$ cat config.mk
export PLATFORM = sky130hd
export DESIGN_NAME = ex_vector_alu
export DESIGN_NICKNAME = d
export VERILOG_FILES = /design/src/rtl/ex_vector_alu.sv
export SDC_FILE = /design/constraint.sdc
export NUM_CORES = 2
export LEC_CHECK = 0
export ABC_AREA = 1
export CORE_MARGIN = 3
export CORE_UTILIZATION = 43
export CTS_CLUSTER_DIAMETER = 80
export CTS_CLUSTER_SIZE = 12
export DETAILED_ROUTE_END_ITERATION = 8
export PLACE_DENSITY_LB_ADDON = 0.12
export SYNTH_ARGS = -nofsm -noshare
export SYNTH_HDL_FRONTEND = slang
export SYNTH_SLANG_ARGS = --single-unit
$ cat constraint.sdc
create_clock -name clk -period 9.6 [get_ports clk]
set_input_delay 0.96 -clock clk [delete_from_list [all_inputs] [get_ports clk]]
set_output_delay 0.96 -clock clk [all_outputs]
set_load 0.03 [all_outputs]
$ cat src/rtl/ex_vector_alu.sv
// Multi-cycle vector ALU for the execute stage: captures one vector operation,
// evaluates it LPC lanes per cycle, then pulses out_valid with result and tags.
module ex_vector_alu #(
  parameter int LANES  = 8,
  parameter int LANE_W = 32,
  parameter int LPC    = 2
) (
  input  logic                      clk,
  input  logic                      rst,
  input  logic                      in_valid,
  output logic                      in_ready,
  input  logic                      flush,
  input  logic [2:0]                ALUOp,
  input  logic [1:0]                SelectorOpB,
  input  logic [LANES*LANE_W-1:0]   VRS1,
  input  logic [LANES*LANE_W-1:0]   VRS2,
  input  logic [LANE_W-1:0]         RS2,
  input  logic [4:0]                RD,
  input  logic                      WRITEREGISTERVEC,
  output logic                      stall,
  output logic                      out_valid,
  output logic [LANES*LANE_W-1:0]   vresult,
  output logic [4:0]                rd_o,
  output logic                      wr_vec_o,
  output logic [1:0]                dbg_state
);

  localparam int VW    = LANES * LANE_W;
  localparam int IDX_W = (LANES > 1) ? $clog2(LANES) : 1;
  localparam int SH_W  = $clog2(LANE_W);

  typedef enum logic [1:0] {
    IDLE = 2'd0,
    BUSY = 2'd1,
    DONE = 2'd2
  } state_t;

  state_t           state;
  state_t           state_nx;
  logic             accept;
  logic             last_step;
  logic [IDX_W-1:0] lane_idx;
  logic [VW-1:0]    op_a;
  logic [VW-1:0]    op_b;
  logic [2:0]       op_sel;

  function automatic logic [LANE_W-1:0] lane_op(
    input logic [2:0]        op,
    input logic [LANE_W-1:0] a,
    input logic [LANE_W-1:0] b
  );
    logic [LANE_W-1:0] r;
    r = '0;
    case (op)
      3'b000:  r = a + b;
      3'b001:  r = a - b;
      3'b010:  r = a & b;
      3'b011:  r = a | b;
      3'b100:  r = a ^ b;
      3'b101:  r = a << b[SH_W-1:0];
      3'b110:  r = a >> b[SH_W-1:0];
      default: r = a * b;
    endcase
    return r;
  endfunction

  assign last_step = (lane_idx == IDX_W'(LANES - LPC));

  always_ff @(posedge clk or negedge rst) begin
    if (!rst) begin
      state <= IDLE;
    end else begin
      state <= state_nx;
    end
  end

  // Handshake: an operation transfers on a rising edge where in_valid=1,
  // in_ready=1 and flush=0; in_valid must stay high (stall) until then.
  always_comb begin
    state_nx  = state;
    accept    = 1'b0;
    in_ready  = 1'b0;
    out_valid = 1'b0;
    case (state)
      IDLE: begin
        in_ready = 1'b1;
        if (!flush && in_valid) begin
          accept   = 1'b1;
          state_nx = BUSY;
        end
      end
      BUSY: begin
        if (flush) begin
          state_nx = IDLE;
        end else if (last_step) begin
          state_nx = DONE;
        end
      end
      DONE: begin
        out_valid = 1'b1;
        state_nx  = IDLE;
      end
      default: state_nx = IDLE;
    endcase
    stall = in_valid & ~in_ready;
  end

  assign dbg_state = state;

  // Operands are captured at accept so ID/EX may move on while BUSY;
  // a flushed operation leaves its partially written vresult in place.
  always_ff @(posedge clk or negedge rst) begin
    if (!rst) begin
      lane_idx <= '0;
      vresult  <= '0;
      rd_o     <= '0;
      wr_vec_o <= 1'b0;
      op_a     <= '0;
      op_b     <= '0;
      op_sel   <= '0;
    end else if (accept) begin
      lane_idx <= '0;
      vresult  <= '0;
      rd_o     <= RD;
      wr_vec_o <= WRITEREGISTERVEC;
      op_a     <= VRS1;
      op_b     <= (SelectorOpB == 2'b01) ? {LANES{RS2}} : VRS2;
      op_sel   <= ALUOp;
    end else if (state == BUSY && !flush) begin
      for (int j = 0; j < LPC; j++) begin
        vresult[(int'(lane_idx) + j) * LANE_W +: LANE_W] <=
          lane_op(op_sel, op_a[(int'(lane_idx) + j) * LANE_W +: LANE_W],
                  op_b[(int'(lane_idx) + j) * LANE_W +: LANE_W]);
      end
      lane_idx <= lane_idx + IDX_W'(LPC);
    end
  end

endmodule

# After elaboration in Yosys (flattened, before gate mapping)
# Cells that the tools add are included.
# totals
out_inout_bits	267
wordCells	78
inputBits	559
ff_bits	782
# classes
mux	21
n_reduce_logical	7
shift	12
bitwise	8
eq_ne	12
n_mul	2
add_sub_neg	8
# op_table
op	count
two-way mux 256 bit	3
bitwise mux 256 bit	2
variable shift 32 x 33 -> 256 bit (first input constant)	2
variable part select 256 x 32 -> 32 bit	2
variable part select 256 x 9 -> 32 bit	2
variable part select 32 x 33 -> 256 bit	2
one-hot mux 32 bit (7 select lines)	2
two-way mux 32 bit	4
adder 32 bit	2
bitwise AND 32 bit	2
multiplier 32 x 32 -> 32 bit	2
OR 32 bit	2
<< shifter 32 x 5 -> 32 bit	2
right shift 32 x 5 -> 32 bit	2
subtractor 32 bit	2
bitwise XOR 32 bit	2
negator 8 -> 33 bit	1
negator 9 -> 33 bit	1
== test 3 bit (second input constant)	4
== test 3 x 2 -> 1 bit (second input constant)	2
two-way mux 2 bit	3
two-way mux 3 bit	2
adder 3 x 1 -> 4 bit (second input constant)	1
== test 2 x 1 -> 1 bit (second input constant)	2
other kinds (15)	19

# Depth between registers and ports, before layout
# depth
depth_word	10
mapped_depth	42
mapped_depth_nobuf	37

# Worst setup path before layout
# OpenSTA, ideal clock, no wires.
# synth_timing
kind	flip-flop to flip-flop
from	reg lane_idx[1]
to	reg vresult[126]
required_time_ns	9.517
stages_incl_launch_ff	37
setup_ns	0.083
t_arrival_ns	7.885
period_less_slack_ns	7.968
path_slack_ns	1.632
path_cell_list	dfrtp_1 -> buf_6 -> buf_4 -> buf_2 -> nand2_1 -> nand3_1 -> nand2_2 -> inv_2 -> clkbuf_1 -> clkbuf_1 -> buf_1 -> nand2_1 -> fa_1 -> inv_1 -> fa_1 -> inv_1 -> fa_1 -> fa_1 -> inv_1 -> fa_1 -> fa_1 -> fa_1 -> fa_1 -> ha_1 -> a21oi_1 -> inv_1 -> a31oi_1 -> nor3_1 -> nor3_1 -> o221ai_1 -> nand2_1 -> nand2_1 -> nand2_1 -> nand2_1 -> o21ai_0 -> nand3_1 -> o21ai_0
# synth_via
elab_chain_cells	10
# synth_lines
element	line	text
start: declaration	42	logic [IDX_W-1:0] lane_idx;
start signal: assignment	135	lane_idx <= lane_idx + IDX_W'(LPC);
adder 3 x 1 -> 4 bit (tied with other cells)	131, 132, 133	
variable part select 256 x 32 -> 32 bit (tied with other cells)	132	lane_op(op_sel, op_a[(int'(lane_idx) + j) * LANE_W +: LANE_W],
multiplier 32 x 32 -> 32 bit (tied with other cells)	62	default: r = a * b;
one-hot mux 32 bit (7 select lines) or two-way mux 32 bit (tied branches)	54, 129	
two-way mux 32 bit, on equally long branches	129, 121	
two-way mux 32 bit or variable part select 32 x 33 -> 256 bit (tied branches)	121, 131	
variable part select 32 x 33 -> 256 bit or bitwise mux 256 bit (tied branches)	131	vresult[(int'(lane_idx) + j) * LANE_W +: LANE_W] <=
bitwise mux 256 bit *	131	
two-way mux 256 bit *	129	end else if (state == BUSY && !flush) begin
two-way mux 256 bit *	121	end else if (accept) begin
end signal: indexed assignment	131	
end: declaration	22	output logic [LANES*LANE_W-1:0] vresult,
# Mark *: on every way between the ends. The rest lies on a longest branch, timed or not. The select of a mux whose other input is x is not followed.
# A chain may end at the register's enable or synchronous reset.

# Worst setup path in the final report
# layout_timing
from	reg lane_idx[2]
to	reg vresult[90]
# Same word-level chain as after synthesis.

==> flow_metrics.py <==
metrics = {
    "timing": {
        "rsz0062_at_grt": "false",
        "fin_skew_ns": 0.0644,
        "finalSetupTns_ns": 0,
        "whs_ns": 0.238,
        "finalSetupViolCount": 0,
        "slew_violations": 0,
        "relSlewSlack_pct": 10.2,
        "hold_viol_final": 0,
        "period_needed_ns": 9.27,
        "clock.fmax_mhz": 108,
        "tightest_slew_ns": 1.34,
        "fin_crit_sh_pct": 96.6,
    },
    "placement": {
        "dpl.cell_count": 13600,
        "hpwl_um": 304000,
        "io_buffers": 825,
        "place_congestion": 1.03,
    },
    "route": {
        "routed_wl_um": 385000,
        "wl_per_cell_um": 28.0,
        "drc": 0,
        "drtPass1Iterations": 8,
        "routed-via-count": 79200,
        "via_per_inst": 5.76,
        "drtAntennaViolNets": 0,
        "drt_iter0_markers": 9433,
    },
    "grt": {
        "grt_pass1_vias": 78600,
        "grt_first_pass_wirelength_um": 555000,
        "grt_use_total_pct": 39.9,
        "overflow": 0,
        "antenna_found_initial": 30,
        "grt_max_degree": 186,
    },
    "yosys": {
        "synth.largest_area_cell": "dfrtp_1",
        "ys_types": 70,
        "synth_area_per_cell_um2": 7.48,
        "yosys_warnings": 0,
        "syn_area_um2": 79300,
        "ys_dominant_reg_cell": "dfrtp_1",
        "synth_common_cells": "3120 x nand2_1, 1335 x inv_1, 1088 x nor2_1",
        "ys_seq_elements": 781,
        "async_flop_share_pct": 100,
        "synth_top_area_share_pct": 24.6,
        "ys_seq_area_share_pct": 24.6,
        "synth_edf_count": 0,
        "synthCells": 10600,
        "yosysMostFrequentCell": "nand2_1",
        "synth_area_leaders": "dfrtp_1 25%, fa_1 21%, nand2_1 15%",
        "syn_nets": 12400,
    },
    "floorplanning": {
        "die_area_um2": 190000,
        "start_util_pct": 43.3,
        "dieHeight_um": 436,
        "row_count": 157,
        "coreArea_um2": 183000,
        "ios": 826,
        "fp.dieW_um": 436,
    },
    "clocking": {
        "worstSkewPairLatency_ns": 0.74,
        "htreeDepth": 3,
        "post-cts-setup-buffer-count": 0,
        "cts.clk_slew.worst_paths_ns": 0.06,
        "cts_tree": "done",
        "max-clock-path-buffers": 3,
        "cts_buffers": 80,
        "root_buffer": "clkbuf_16",
        "cts.sinks": 781,
    },
    "setup_path": {
        "crit_family": "adder cells",
        "cp-start-kind": "register",
        "cp.arrival_ns": 9.87,
        "r2r_cells": 29,
        "crit_path_top_delay_cell": "dfrtp_4",
        "critical-path-max-stage-delay_ns": 0.62,
        "required_ns": 10.20,
        "crit_buf_inv": 5,
        "worstPathMaxFanout": 65,
        "cp.depth": 29,
        "worstSetupPathType": "register to register",
        "endpoint_kind": "register",
        "crit_top_cell": "fa_1",
    },
    "cells_and_area": {
        "drive_gt1_share_pct": 5.03,
        "fin_cells": 13800,
        "area_growth_pct": 17.7,
        "fin_nets": 13100,
    },
    "flow_run": {
        "drv_cap": 0,
    },
    "status": {
        "status": "finished, final reports clean",
    },
    "hold_path": {
        "min_path_type": "primary input to async pin",
    },
}
state kept, by name (all words and copies together), names as in the netlist:
signal and count:
dbg_state 2, lane_idx 2, op_b 256, wr_vec_o 1
op_a 256, vresult 256, op_sel 3, rd_o 5
worst paths after layout:
kind	startpoint	end	slack [ns]
worst max register to register	lane_idx[2]$_DFFE_PN0P_	vresult[90]$_DFFE_PN0P_	0.33
worst min register to register	op_a[231]$_DFFE_PN0P_	op_a[231]$_DFFE_PN0P_	0.47
worst min-delay path	rst	vresult[197]$_DFFE_PN0P_	0.24
max in group asynchronous	rst	vresult[32]$_DFFE_PN0P_	7.09
worst max-delay path	lane_idx[2]$_DFFE_PN0P_	vresult[90]$_DFFE_PN0P_	0.33
min in group clk	op_a[231]$_DFFE_PN0P_	op_a[231]$_DFFE_PN0P_	0.47
worst register-to-register path, delay by kind of cell, from the launching register on:
family | cells | cell delay [ns]
compound gates | 6 | 0.83
flops | 1 | 0.62
buf+inv | 5 | 1.41
fa+ha+maj | 9 | 4.42
simple gates | 9 | 1.88
metal layers:
metal | share of wire [%] | GRT usage, % | vias up
met5 | 0.036 | 0 | -
met4 | 5.8 | 19.3 | 22
met3 | 11 | 9.25 | 777
met2 | 43 | 59.5 | 4614
met1 | 41 | 54.7 | 39100
li1 | - | - | 34700
per-stage QoR:
stage / setup slack [ns] / util (%) / area [um2]
after floorplan: 1.63 / - / 79300
after global placement: 0.497 / 49.6 / 90900
after detailed placement: 0.409 / 49.6 / 90900
after CTS: 0.332 / 50.9 / 93300
after global routing: 0.0278 / 50.9 / 93300
final: 0.328 / 50.9 / 93300
repair_timing:
item,4_1_cts,5_1_grt
endpoints found under the setup margin,0,6
resized for setup,0,1
hold buffers,0,0
area by class of cell:
type | count | area [um2]
Inverter | 1400 | 5280
Multi-Input combinational cell | 7880 | 52300
Antenna cell | 13 | 32.5
Tap cell | 2464 | 3080
Sequential cell | 781 | 19600
Timing Repair Buffer | 1119 | 10700
Clock inverter | 16 | 332
Clock buffer | 87 | 2040
Fill cell | 18200 | 89900
cells in the final DEF (no fill, tap or decap), drive strengths merged, types with 3 or more instances in the layout:
cell,Yosys,final
nor3b,4,4
inv,1379,1384
o21bai,14,14
a221oi,55,55
a32oi,11,11
o2111ai,26,26
a22oi,75,75
nor4,16,16
a31oi,58,58
clkbuf,323,87
diode,0,13
o211ai,79,79
a21o,12,12
nor2,1096,1096
nand3,392,392
o22ai,11,11
a21oi,486,486
ha,447,447
clkinv,21,28
o21a,7,7
o221ai,31,31
xor2,110,110
o31ai,31,31
xnor2,31,31
nand4,71,71
nand3b,14,14
buf,225,295
mux2i,17,17
bufinv,0,3
fa,818,818
a211oi,11,11
nand2,3138,3138
a21boi,9,9
o32ai,4,4
a22o,11,11
o21ai,684,684
nor3,56,56
or2,42,42
clkdlybuf4s50,0,824
dfrtp,781,781
cell families after synthesis:
family	Yosys count	share of synthesized area, %
AND/OR/NAND/NOR	4833	24.2
buffers and inverters	1948	9.63
AO/OA/AOI/OAI	1624	12.0
adder cells (fa/ha/maj)	1265	27.7
flip-flops	781	24.6
XOR/XNOR	141	1.56
multiplexers	17	0.215
Power is not shown: default switching activity piles up to over one toggle a cycle in this logic, so the estimate is an artifact.
